## src/rtl/game_pkg.sv

```systemverilog
// Shared constants, state encoding and digit helper for the guessing-game scorer.
package game_pkg;

    localparam int NUM_DIGITS = 4;
    localparam int DIGIT_W    = 4;
    localparam int HIST_DEPTH = 6;
    localparam int CNT_W      = 3;
    localparam int IDX_W      = 3;

    localparam logic [DIGIT_W-1:0] BLANK_DIGIT = 4'hA;

    typedef enum logic [1:0] {
        S_IDLE,
        S_COMPARE,
        S_COMMIT
    } score_state_t;

    // Values 0-9 are real digits; anything above (including the blank) never matches.
    function automatic logic is_digit(input logic [DIGIT_W-1:0] d);
        return (d <= 4'd9);
    endfunction

endpackage

```

## src/rtl/score_history.sv

```systemverilog
// Per-turn result store: one {A,B} entry per turn slot, valid bits, entry count
// and a combinational read port that returns zero for unwritten slots.
module score_history
    import game_pkg::*;
(
    input  logic             CLK,
    input  logic             RESET,
    input  logic             clr,
    input  logic             wr_en,
    input  logic [IDX_W-1:0] wr_idx,
    input  logic [CNT_W-1:0] wr_a,
    input  logic [CNT_W-1:0] wr_b,
    input  logic [IDX_W-1:0] rd_idx,
    output logic [CNT_W-1:0] rd_a,
    output logic [CNT_W-1:0] rd_b,
    output logic             rd_valid,
    output logic [IDX_W-1:0] count
);

    logic [CNT_W-1:0]      r_a [0:HIST_DEPTH-1];
    logic [CNT_W-1:0]      r_b [0:HIST_DEPTH-1];
    logic [HIST_DEPTH-1:0] r_valid;
    logic [IDX_W-1:0]      r_count;
    logic [HIST_DEPTH-1:0] w_hit;
    logic                  w_new_entry;

    // One-hot decode of the write slot; out-of-range indices hit nothing.
    generate
        for (genvar gi = 0; gi < HIST_DEPTH; gi++) begin : g_hit
            assign w_hit[gi] = wr_en && (wr_idx == IDX_W'(gi));
        end
    endgenerate

    // A write only grows the count when it lands on a previously empty slot.
    assign w_new_entry = |(w_hit & ~r_valid);

    // Entry storage and valid bits; clr wipes everything like reset.
    always_ff @(posedge CLK or posedge RESET) begin
        if (RESET) begin
            r_valid <= '0;
            for (int k = 0; k < HIST_DEPTH; k++) begin
                r_a[k] <= '0;
                r_b[k] <= '0;
            end
        end else if (clr) begin
            r_valid <= '0;
            for (int k = 0; k < HIST_DEPTH; k++) begin
                r_a[k] <= '0;
                r_b[k] <= '0;
            end
        end else begin
            for (int k = 0; k < HIST_DEPTH; k++) begin
                if (w_hit[k]) begin
                    r_a[k]     <= wr_a;
                    r_b[k]     <= wr_b;
                    r_valid[k] <= 1'b1;
                end
            end
        end
    end

    // Number of distinct slots written since the last clear.
    always_ff @(posedge CLK or posedge RESET) begin
        if (RESET) begin
            r_count <= '0;
        end else if (clr) begin
            r_count <= '0;
        end else if (w_new_entry) begin
            r_count <= r_count + IDX_W'(1);
        end
    end

    // Asynchronous read; invalid or out-of-range slots read as zero.
    always_comb begin
        rd_a     = '0;
        rd_b     = '0;
        rd_valid = 1'b0;
        for (int k = 0; k < HIST_DEPTH; k++) begin
            if (rd_idx == IDX_W'(k) && r_valid[k]) begin
                rd_a     = r_a[k];
                rd_b     = r_b[k];
                rd_valid = 1'b1;
            end
        end
    end

    assign count = r_count;

endmodule

```

## src/rtl/score_sequencer.sv

```systemverilog
// Multi-cycle Bulls/Cows scorer: walks all 16 secret/guess digit pairs one per
// cycle, then commits A/B/win/err and logs the turn into the history store.
module score_sequencer
    import game_pkg::*;
(
    input  logic               CLK,
    input  logic               RESET,
    input  logic               clr,
    input  logic               start,
    input  logic [DIGIT_W-1:0] secret [0:NUM_DIGITS-1],
    input  logic [DIGIT_W-1:0] guess  [0:NUM_DIGITS-1],
    input  logic [IDX_W-1:0]   turn_idx,
    output logic               busy,
    output logic               done,
    output logic [CNT_W-1:0]   count_a,
    output logic [CNT_W-1:0]   count_b,
    output logic               win,
    output logic               err,
    input  logic [IDX_W-1:0]   hist_rd_idx,
    output logic [CNT_W-1:0]   hist_rd_a,
    output logic [CNT_W-1:0]   hist_rd_b,
    output logic               hist_rd_valid,
    output logic [IDX_W-1:0]   hist_count
);

    score_state_t       r_state;
    score_state_t       w_next_state;
    logic               w_capture;
    logic               w_step;
    logic               w_commit;

    logic [DIGIT_W-1:0] r_secret [0:NUM_DIGITS-1];
    logic [DIGIT_W-1:0] r_guess  [0:NUM_DIGITS-1];
    logic [IDX_W-1:0]   r_turn;
    logic [1:0]         r_i;
    logic [1:0]         r_j;
    logic [CNT_W-1:0]   r_acc_a;
    logic [CNT_W-1:0]   r_acc_b;
    logic               r_err_acc;
    logic [CNT_W-1:0]   r_count_a;
    logic [CNT_W-1:0]   r_count_b;
    logic               r_win;
    logic               r_err;
    logic               r_done;

    logic [DIGIT_W-1:0] w_sec_d;
    logic [DIGIT_W-1:0] w_gss_d;
    logic               w_bad;
    logic               w_match;
    logic               w_hist_we;

    // State register; clr aborts any operation back to IDLE.
    always_ff @(posedge CLK or posedge RESET) begin
        if (RESET) begin
            r_state <= S_IDLE;
        end else if (clr) begin
            r_state <= S_IDLE;
        end else begin
            r_state <= w_next_state;
        end
    end

    // Next-state decode plus the per-state datapath strobes.
    always_comb begin
        w_next_state = r_state;
        w_capture    = 1'b0;
        w_step       = 1'b0;
        w_commit     = 1'b0;
        case (r_state)
            S_IDLE: begin
                if (start) begin
                    w_capture    = 1'b1;
                    w_next_state = S_COMPARE;
                end
            end
            S_COMPARE: begin
                w_step = 1'b1;
                if (r_i == 2'd3 && r_j == 2'd3) begin
                    w_next_state = S_COMMIT;
                end
            end
            S_COMMIT: begin
                w_commit     = 1'b1;
                w_next_state = S_IDLE;
            end
            default: begin
                w_next_state = S_IDLE;
            end
        endcase
    end

    assign w_sec_d = r_secret[r_i];
    assign w_gss_d = r_guess[r_j];
    assign w_bad   = !is_digit(w_sec_d) || !is_digit(w_gss_d);
    assign w_match = !w_bad && (w_sec_d == w_gss_d);

    // Operand capture, pairwise accumulation and result commit.
    always_ff @(posedge CLK or posedge RESET) begin
        if (RESET) begin
            for (int k = 0; k < NUM_DIGITS; k++) begin
                r_secret[k] <= '0;
                r_guess[k]  <= '0;
            end
            r_turn    <= '0;
            r_i       <= '0;
            r_j       <= '0;
            r_acc_a   <= '0;
            r_acc_b   <= '0;
            r_err_acc <= 1'b0;
            r_count_a <= '0;
            r_count_b <= '0;
            r_win     <= 1'b0;
            r_err     <= 1'b0;
            r_done    <= 1'b0;
        end else if (clr) begin
            r_i       <= '0;
            r_j       <= '0;
            r_acc_a   <= '0;
            r_acc_b   <= '0;
            r_err_acc <= 1'b0;
            r_count_a <= '0;
            r_count_b <= '0;
            r_win     <= 1'b0;
            r_err     <= 1'b0;
            r_done    <= 1'b0;
        end else begin
            r_done <= w_commit;
            if (w_capture) begin
                r_secret  <= secret;
                r_guess   <= guess;
                r_turn    <= turn_idx;
                r_i       <= '0;
                r_j       <= '0;
                r_acc_a   <= '0;
                r_acc_b   <= '0;
                r_err_acc <= 1'b0;
            end
            if (w_step) begin
                // Duplicated digits can push the counts past NUM_DIGITS; saturate rather than wrap.
                if (w_match) begin
                    if (r_i == r_j) begin
                        if (r_acc_a != '1) r_acc_a <= r_acc_a + CNT_W'(1);
                    end else begin
                        if (r_acc_b != '1) r_acc_b <= r_acc_b + CNT_W'(1);
                    end
                end
                if (w_bad) begin
                    r_err_acc <= 1'b1;
                end
                r_j <= r_j + 2'd1;
                if (r_j == 2'd3) begin
                    r_i <= r_i + 2'd1;
                end
            end
            if (w_commit) begin
                r_count_a <= r_acc_a;
                r_count_b <= r_acc_b;
                r_win     <= (r_acc_a == CNT_W'(NUM_DIGITS));
                r_err     <= r_err_acc;
            end
        end
    end

    assign w_hist_we = w_commit && (r_turn < IDX_W'(HIST_DEPTH));

    score_history u_history (
        .CLK      (CLK),
        .RESET    (RESET),
        .clr      (clr),
        .wr_en    (w_hist_we),
        .wr_idx   (r_turn),
        .wr_a     (r_acc_a),
        .wr_b     (r_acc_b),
        .rd_idx   (hist_rd_idx),
        .rd_a     (hist_rd_a),
        .rd_b     (hist_rd_b),
        .rd_valid (hist_rd_valid),
        .count    (hist_count)
    );

    assign busy    = (r_state != S_IDLE);
    assign done    = r_done;
    assign count_a = r_count_a;
    assign count_b = r_count_b;
    assign win     = r_win;
    assign err     = r_err;

endmodule
```

## config.mk

```make
export PLATFORM = sky130hd
export DESIGN_NAME = score_sequencer
export DESIGN_NICKNAME = d
export VERILOG_FILES = /design/src/rtl/game_pkg.sv /design/src/rtl/score_history.sv /design/src/rtl/score_sequencer.sv
export SDC_FILE = /design/constraint.sdc
export NUM_CORES = 1
export LEC_CHECK = 0
export CAP_MARGIN = 10
export CORE_ASPECT_RATIO = 1.2
export CORE_MARGIN = 2
export CORE_UTILIZATION = 56
export DETAILED_ROUTE_END_ITERATION = 10
export GPL_TIMING_DRIVEN = 0
export PLACE_DENSITY = 0.8
export SLEW_MARGIN = 25
export SYNTH_ARGS = -nofsm -noshare
export SYNTH_HDL_FRONTEND = slang
export SYNTH_HIERARCHICAL = 1
export SYNTH_SLANG_ARGS = --single-unit
```

## constraint.sdc

```tcl
create_clock -name CLK -period 3 [get_ports CLK]
set_input_delay 0.6 -clock CLK [delete_from_list [all_inputs] [get_ports CLK]]
set_output_delay 0.6 -clock CLK [all_outputs]
set_load 0.05 [all_outputs]
```

* Word level (Yosys, flattened, before mapping)
Index checks and enable logic that the tools add are counted.
** Cells by class
- Add/subtract/negate cells :: 5
- Order comparisons :: 5
- Equality and inequality tests :: 21
- Multiplexer cells :: 87
- Bitwise operators :: 5
- Reduce and logical (&&, ||, !) cells :: 35
** Operator list (count)
- $mux 3 :: 42
- $mux 18 :: 2
- $mux 1 :: 25
- $mux 2 :: 10
- $reduce_bool 2->1 :: 9
- $bmux 4 s2 :: 2
- $mux 4 :: 4
- $eq 3x3->1 const B :: 5
- $logic_and 1x1->1 :: 15
- $eq 3x2->1 const B :: 4
- $ne 3x3->1 const B :: 4
- $add 3x1->3 const B :: 3
- $le 4x4->1 const B :: 2
- $and 6x6->6 :: 1
- $eq 2x2->1 const B :: 3
- $eq 3x1->1 const B :: 2
- $ge 3x3->1 const B :: 2
- $logic_not 3->1 :: 2
- $mux 6 :: 1
- $not 2->3 :: 2
- $not 6->6 :: 1
- $reduce_or 6->1 :: 1
- $add 2x1->2 const B :: 2
- $eq 4x4->1 :: 1
- other kinds (10) :: 13
** Word-level totals
- Flip-flop bits (word level) :: 102
- Bits of input ports :: 42
- Output and inout bits :: 20
- Word-level logic and storage cells :: 197

* Depth between registers and ports, before layout
Gate-level depths: netlist of run 1.
- Word-level depth :: 12
- Depth in mapped cells :: 10
- Gate-level depth less buffers :: 6

* Modules after synthesis
The synthesis of run 1 kept the hierarchy.
** Modules (own cells, without submodules)
- score_sequencer :: instances 1, cells an instance 215, area each 2730.1 µm², seq. area each 1426.4 µm²
- score_history :: instances 1, cells an instance 232, area each 2285.9 µm², seq. area each 1126.1 µm²

* Worst setup path after synthesis of run 1
Ideal clock, no wire load.
- Path kind :: input to output
- Start point :: in hist_rd_idx[0]
- End point :: out hist_rd_a[1]
- Arrival :: 2.058 ns
- Required time :: 2.400 ns
- Path slack :: 0.342 ns
- Stages on the path :: 6
- Path buffers :: 2
- Path through :: buf_2 and4bb_1 buf_6 mux2_4 a221oi_1 o21ai_1
** Between the ends
- Word-level cells in the longest chain between the ends :: 8
- Elaborated cells between the ends (all ways) :: 18
- Classes of those cells :: 5 x eq/ne; 6 x mux; 7 x reduce/logical
** RTL lines
- start: declaration :: line score_sequencer.sv:19 : input logic [IDX_W-1:0] hist_rd_idx,
- $logic_not 3->1 :: line score_history.sv:79 : if (rd_idx == IDX_W'(k) && r_valid[k]) begin
- $logic_and 1x1->1 :: line score_history.sv:79
- $mux 3 (5 in series) :: line score_history.sv:79
- $mux 3 (*) :: line score_history.sv:79
- end: declaration :: line score_sequencer.sv:20 : output logic [CNT_W-1:0] hist_rd_a,
Every way passes the cells marked *; elsewhere a longest branch is shown, timed or not.

* Worst setup path in the final report of run 1
- Start point :: in hist_rd_idx[1]
- End point :: out hist_rd_b[2]
** Between the ends
- Word-level cells in the longest chain between the ends :: 8
- Elaborated cells between the ends (all ways) :: 18
- Classes of those cells :: 5 x eq/ne; 6 x mux; 7 x reduce/logical
** RTL lines
- $logic_not 3->1 :: line score_history.sv:79
- $logic_and 1x1->1 :: line score_history.sv:79
- $mux 3 (5 in series) :: line score_history.sv:79
- $mux 3 (*) :: line score_history.sv:79
- end: declaration :: line score_sequencer.sv:21 : output logic [CNT_W-1:0] hist_rd_b,
Marked as above.

==> impl_metrics.csv, run 1 <==
group,metric,value,unit
run_status,status,"finished, final reports clean",
placed_design,numPlacedInstances,626,
floorplan,initial_core_util,57.9,%
setup_path,cp-end-kind,"output pin",
placed_design,gp_congestion,0.837,
floorplan,std_cell_rows,37,
sta,drv_slew,0,
global_route,antenna_found_initial,0,
synth,syn_avg_cell_area,11.2,um2
synth,synthesis.nets,497,
synth,netlist_instances,447,
cts,clkLatencyLatePin,0.36,ns
cts,clockBufferDepth,2,
sta,worstMarginPinSlew,0.635,ns
setup_path,max_stage_delay,0.39,ns
placed_design,hpwl,8.34,mm
setup_path,critPathBufInv,3,
setup_path,crit_type,"in -> out",
synth,syn_area,5020,um2
sta,finalHoldViolCount,0,
sta,timing.slew.headroom,57.5,%
routing,drt_first_pass_iters,4,
setup_path,crit_arrival,2.34,ns
worst_hold_path,hp-class,"in -> async",
floorplan,ioPinCount,62,
flow_run,drv_cap,0,
power,pwr-share-seq,54.9,%
finish,synthToLayoutAreaGrowth,19.7,%
sta,max_freq,340,MHz
routing,viasPerCell,5.69,
sta,finalClockSkew,0.0107,ns
floorplan,die_y,108,um
placed_design,io_buffers,60,
synth,synth_seq_cells,102,
global_route,grt_max_degree,56,
power,p_comb_share,12.7,%
power,peakVddDrop,334,uV
placed_design,place_area,5820,um2
routing,drt-initial-drc-count,211,
setup_path,crit_family,"buffers and inverters",
power,p_sw,727,uW
setup_path,crit_chain,"dlygate4sd2_1, and4bb_1, clkbuf_1, a221oi_1, o21ai_1, a22o_1, clkdlybuf4s15_2",
routing,ant_nets,0,
sta,setup_viol,0,
synth,async_reset_ff_share,100,%
setup_path,cp-start-kind,"input pin",
synth,synthDistinctLibCells,52,
sta,fin_crit_sh,97.9,%
cts,cts_sinks,102,
global_route,grt_use_total,24.6,%
routing,vias,3641,
power,p_leak,0.00253,uW
power,p_int,2050,uW
finish,diodes,0,
synth,yosys_warnings,6,
finish,drive_gt1_share,10.7,%
finish,nFillCells,679,
floorplan,die_area,9730,um2
cts,cts_buffers,9,
global_route,grt_pass1_vias,3964,
synth,synth_edf_count,0,
power,finalPower,2780,uW
power,clkPwrFrac,32.4,%
routing,wl,11.2,mm
setup_path,cpMaxStageDelayCell,"clkbuf_1",
cts,h-tree-depth,3,
setup_path,crit_start,"hist_rd_idx[1]",
finish,instances_no_fill,640,
cts,root_buffer,"clkbuf_8",
power,sw_frac_of_total,26.2,%
floorplan,fp.coreArea,8660,um2
global_route,overflow,0,
routing,drc,0,
routing,wire_per_inst,17.5,um
floorplan,die_x,90.4,um
synth,synth_ff_type,"dfrtp_1",
setup_path,worstPathRequired,2.40,ns
finish,fin_nets,569,
cts,path_clk_slew,0.10,ns
cts,post_cts_buffers,0,
setup_path,crit_path_max_fanout,10,
global_route,grt_pass1_wl,19.1,mm
finish,finalInstanceArea,6000,um2
cts,tritoncts,"done",
power,power_density,463,nW/um2
setup_path,r2r_start,"r_state[0]$_DFFE_PP0P_",
cts,cts_hold_buf,0,
sta,rsz0062_at_grt,"true",
sta,period_needed,2.94,ns
synth,synth-seq-area-share,50.9,%
==> registers in the layout, indices dropped and copies added, names as in the netlist, 2 cells and up <==
| register | count |
|---|---|
| u_history/r_a | 18 |
| u_history/r_b | 18 |
| r_guess | 16 |
| r_secret | 16 |
| u_history/r_valid | 6 |
| count_a | 3 |
| count_b | 3 |
| r_acc_a | 3 |
| r_acc_b | 3 |
| r_turn | 3 |
| u_history/count | 3 |
| r_i | 2 |
| r_j | 2 |
| r_state | 2 |
==> kinds of logic after synthesis <==
logic type,synth area share [%]
AND/OR/NAND/NOR,13.5
flip-flops,50.9
multiplexers,19.7
AO/OA/AOI/OAI,9.10
buffers and inverters,3.89
adder cells (fa/ha/maj),2.00
XOR/XNOR,0.873
==> area by class of cell <==
class                           instances  area [um2]  share of cell area, %
Sequential cell                       102        2550                   42.5
Buffer                                 29         150                   2.50
Tap cell                              117         146                   2.44
Clock buffer                            9         124                   2.06
Inverter                               11        43.8                  0.729
Timing Repair Buffer                   62         639                   10.7
Multi-Input combinational cell        304        2270                   37.8
Clock inverter                          6        78.8                   1.31
==> layer usage <==
layer / share of wire (%) / vias up / GRT usage, % / wire length [um]
li1: - / 1717 / - / -
met1: 41 / 1822 / 28.7 / 4530
met2: 54 / 88 / 45.9 / 6070
met3: 3.6 / 14 / 4.06 / 406
met4: 1.4 / 0 / 8.46 / 161
met5: 0 / - / 0 / 0
==> worst paths after layout <==
kind                                                       end  slack (ns)  cells past startpoint
worst min-delay path                     r_turn[1]$_DFFE_PP0P_        0.47                      2
worst max-delay path                              hist_rd_b[2]        0.06                      7
max in group asynchronous        u_history/r_b[14]$_DFFE_PP0P_        1.82                      3
min in group CLK                       r_secret[9]$_DFFE_PP0P_        0.49                      1
worst max register to register  u_history/count[2]$_DFFE_PP0P_        0.29                      8
worst min register to register         r_secret[9]$_DFFE_PP0P_        0.49                      1
==> cell usage after synthesis (all sizes together) (8+ instances only) <==
cell type | n | area (um2)
mux4 | 8 | 184
ha | 8 | 100
nand2b | 11 | 68.8
o21ai | 15 | 78.8
inv | 11 | 41.3
nor2 | 47 | 176
nand3 | 11 | 55.1
buf | 14 | 93.8
nand2 | 42 | 158
a21oi | 29 | 145
dfrtp | 102 | 2550
mux2 | 38 | 435
clkbuf | 16 | 60.1
mux2i | 37 | 370
==> repair_timing <==
| item | 4_1_cts | 5_1_grt |
|---|---|---|
| gates cloned | 0 | 0 |
| resized for setup | 26 | 3 |
| setup endpoints to repair | 7 | 7 |
==> metrics by stage <==
stage | setup WS [ns] | hold slack [ns] | TNS, ns | util (%)
6_report | 0.0622 | 0.474 | 0 | 69.3
5_1_grt | -0.0915 | 0.472 | -0.216 | 69.3
4_1_cts | 0.0590 | 0.467 | 0 | 69.5
3_5_place_dp | -0.639 | 0.471 | -3.94 | 67.2
3_3_place_gp | -0.626 | 0.463 | -3.84 | 66.6
2_1_floorplan | 0.342 | 0.449 | 0 | -
==> power by group through the flow <==
stage / Clock (uW) / Sequential [uW] / Combinational (uW)
floorplan: 0 / 1530 / 234
global placement: 0 / 1540 / 332
detailed placement: 0 / 1550 / 356
CTS: 918 / 1530 / 356
global route: 982 / 1540 / 384
finish: 901 / 1530 / 351
==> placed cells by master, fill, tap and decap left out, types with 6 or more instances in the layout <==
cell and count:
dfrtp_1 102, clkdlybuf4s50_1 51, nor2_1 47, nand2_1 42, mux2i_1 37, mux2_1 35
a21oi_1 29, clkbuf_1 15, nand2b_1 11, nand3_1 11, o21ai_1 10, clkbuf_8 9
inv_1 8, ha_1 8, buf_2 8, a22oi_1 7, mux4_2 7, a221oi_1 6
Note: power is estimated with default switching activity, not from simulation.
==> run 2: changes to the inputs <==
--- a/config.mk
+++ b/config.mk
@@ -7,7 +7,7 @@
 export LEC_CHECK = 0
 export CAP_MARGIN = 10
 export CORE_ASPECT_RATIO = 1.2
-export CORE_MARGIN = 2
+export CORE_MARGIN = 3
 export CORE_UTILIZATION = 56
 export DETAILED_ROUTE_END_ITERATION = 10
 export GPL_TIMING_DRIVEN = 0
==> impl_metrics.csv, run 2 (synthesis gave the netlist of run 1 again) <==
group,metric,value,unit
run_status,status,"finished, final reports clean",
setup_path,r2r_setup_slack,0.35,ns
setup_path,crit_type,"in -> out",
finish,diodes,0,
setup_path,ff2ff_path_depth,8,
routing,wl,11.3,mm
cts,tritoncts,"done",
routing,viasPerCell,5.75,
power,power_density,460,nW/um2
sta,max_freq,341,MHz
finish,layout_commonest_cell,"dfrtp_1",
sta,rsz0062_at_grt,"true",
cts,root_buffer,"clkbuf_8",
setup_path,crit_path_max_fanout,8,
sta,finalHoldViolCount,0,
setup_path,timing.rr.end,"u_history/count[2]$_DFFE_PP0P_",
routing,drt_first_pass_iters,4,
sta,fin_crit_sh,97.9,%
routing,ant_nets,0,
finish,drive_gt1_share,10.9,%
setup_path,endpoint,"hist_rd_b[1]",
setup_path,worstPathRequired,2.40,ns
routing,drc,0,
sta,timing.slew.headroom,57.3,%
power,p_leak,0.00254,uW
global_route,grt_max_degree,56,
floorplan,die_y,110,um
flow_run,drv_cap,0,
setup_path,crit_start,"hist_rd_idx[2]",
global_route,grt_pass1_wl,18.7,mm
global_route,grt_use_total,23.9,%
cts,clockBufferDepth,2,
sta,drv_slew,0,
cts,cts_sinks,102,
routing,wire_per_inst,17.7,um
placed_design,io_buffers,60,
sta,period_needed,2.94,ns
power,clkPwrFrac,31.9,%
finish,nFillCells,679,
placed_design,place_ws,-0.667,ns
finish,mostFrequentLayoutCells,"dfrtp_1, clkdlybuf4s50_1, nor2_1",
global_route,overflow,0,
finish,reg.largest.list,"u_history/r_a x18, u_history/r_b x18",
cts,path_clk_slew,0.09,ns
setup_path,cp-end-kind,"output pin",
routing,vias,3678,
finish,fin_nets,568,
sta,worst_slack,0.0644,ns
worst_hold_path,hp-class,"in -> async",
routing,drt-initial-drc-count,145,
power,p_int,2040,uW
placed_design,hpwl,8.39,mm
power,pwr-share-seq,55.3,%
placed_design,gp_congestion,0.865,
floorplan,die_area,10100,um2
power,finalPower,2760,uW
cts,clkLatencyLatePin,0.38,ns
floorplan,std_cell_rows,37,
sta,worstMarginPinSlew,0.637,ns
sta,finalClockSkew,0.0138,ns
power,p_sw,720,uW
cts,cts_buffers,9,
finish,multi_input_area,2280,um2
power,p_comb_share,12.8,%
cts,h-tree-depth,3,
power,sw_frac_of_total,26.1,%
finish,synthToLayoutAreaGrowth,19.5,%
floorplan,fp.coreArea,8660,um2
global_route,antenna_found_initial,0,
setup_path,crit_arrival,2.34,ns
floorplan,ioPinCount,62,
cts,post_cts_buffers,0,
floorplan,die_x,92.4,um
power,peakVddDrop,353,uV
floorplan,initial_core_util,57.9,%
sta,setup_viol,0,
finish,register_area,2550,um2
setup_path,r2r_start,"r_state[0]$_DFFE_PP0P_",
global_route,grt_pass1_vias,3741,
setup_path,cp-start-kind,"input pin",
cts,cts_hold_buf,0,
[run 2: cell count changes in the layout (fill, tap and decap cells not counted), sizes merged]
| cell | previous run | this run |
|---|---|---|
| clkdlybuf4s15 | 4 | 2 |
| clkbuf | 26 | 24 |
| dlygate4sd2 | 1 | 2 |
| buf | 18 | 20 |
| inv | 14 | 12 |
| clkinv | 2 | 4 |
| clkinvlp | 0 | 1 |
[run 2: per-stage QoR]
stage	instances	area (um2)	hold WS, ns	utilization, %	setup TNS [ns]
final	640	6000	0.475	69.3	0
after global routing	640	6000	0.488	69.3	-0.00236
after CTS	641	5990	0.463	69.2	0
after detailed placement	626	5820	0.472	67.2	-4.06
after global placement	624	5760	0.464	66.6	-3.85
after floorplan	447	5020	0.449	-	0
[run 2: worst min-delay path by stage]
stage,from,to,slack (ns),depth (start not counted)
global route,RESET,r_turn[0]$_DFFE_PP0P_,0.49,2
CTS,RESET,r_turn[0]$_DFFE_PP0P_,0.46,2
floorplan,r_secret[9]$_DFFE_PP0P_,r_secret[9]$_DFFE_PP0P_,0.45,1
finish,RESET,r_turn[0]$_DFFE_PP0P_,0.48,2
detailed placement,r_secret[5]$_DFFE_PP0P_,r_secret[5]$_DFFE_PP0P_,0.47,1
global placement,r_guess[6]$_DFFE_PP0P_,r_guess[6]$_DFFE_PP0P_,0.46,1
[run 2: power groups by stage]
stage / clock network (uW) / logic [uW] / registers, uW
4_1_cts: 897 / 358 / 1530
2_1_floorplan: 0 / 234 / 1530
6_report: 881 / 353 / 1530
3_3_place_gp: 0 / 332 / 1540
5_1_grt: 955 / 387 / 1540
3_5_place_dp: 0 / 357 / 1550
[run 2: area by class of cell]
type	instances	area share, %
plain buffers	28	2.44
clock buffers	9	2.07
clock inverters	7	1.23
inverters	11	0.730
multi-input cells	304	38.0
flip-flops and latches	102	42.6
well taps	117	2.44
repair buffers	62	10.5
[run 2: what timing repair did]
action	4_1_cts	5_1_grt
pin swaps	0	0
endpoints found under the hold margin	0	0
gates resized for setup	28	4
endpoints found under the setup margin	7	5
[run 2: layer usage]
layer | track usage [%] | vias up | share of wire (%)
met4 | 10.3 | 0 | 2.4
met2 | 43.7 | 84 | 54
li1 | - | 1719 | -
met5 | 0 | - | 0
met3 | 2.94 | 18 | 3.7
met1 | 28.4 | 1857 | 40
[run 2: critical path, stage by stage]
cell,delay (ns)
clkdlybuf4s15_1,0.28
and4bb_1,0.35
buf_6,0.14
mux2_4,0.29
a221oi_1,0.33
o21ai_1,0.11
buf_2,0.22
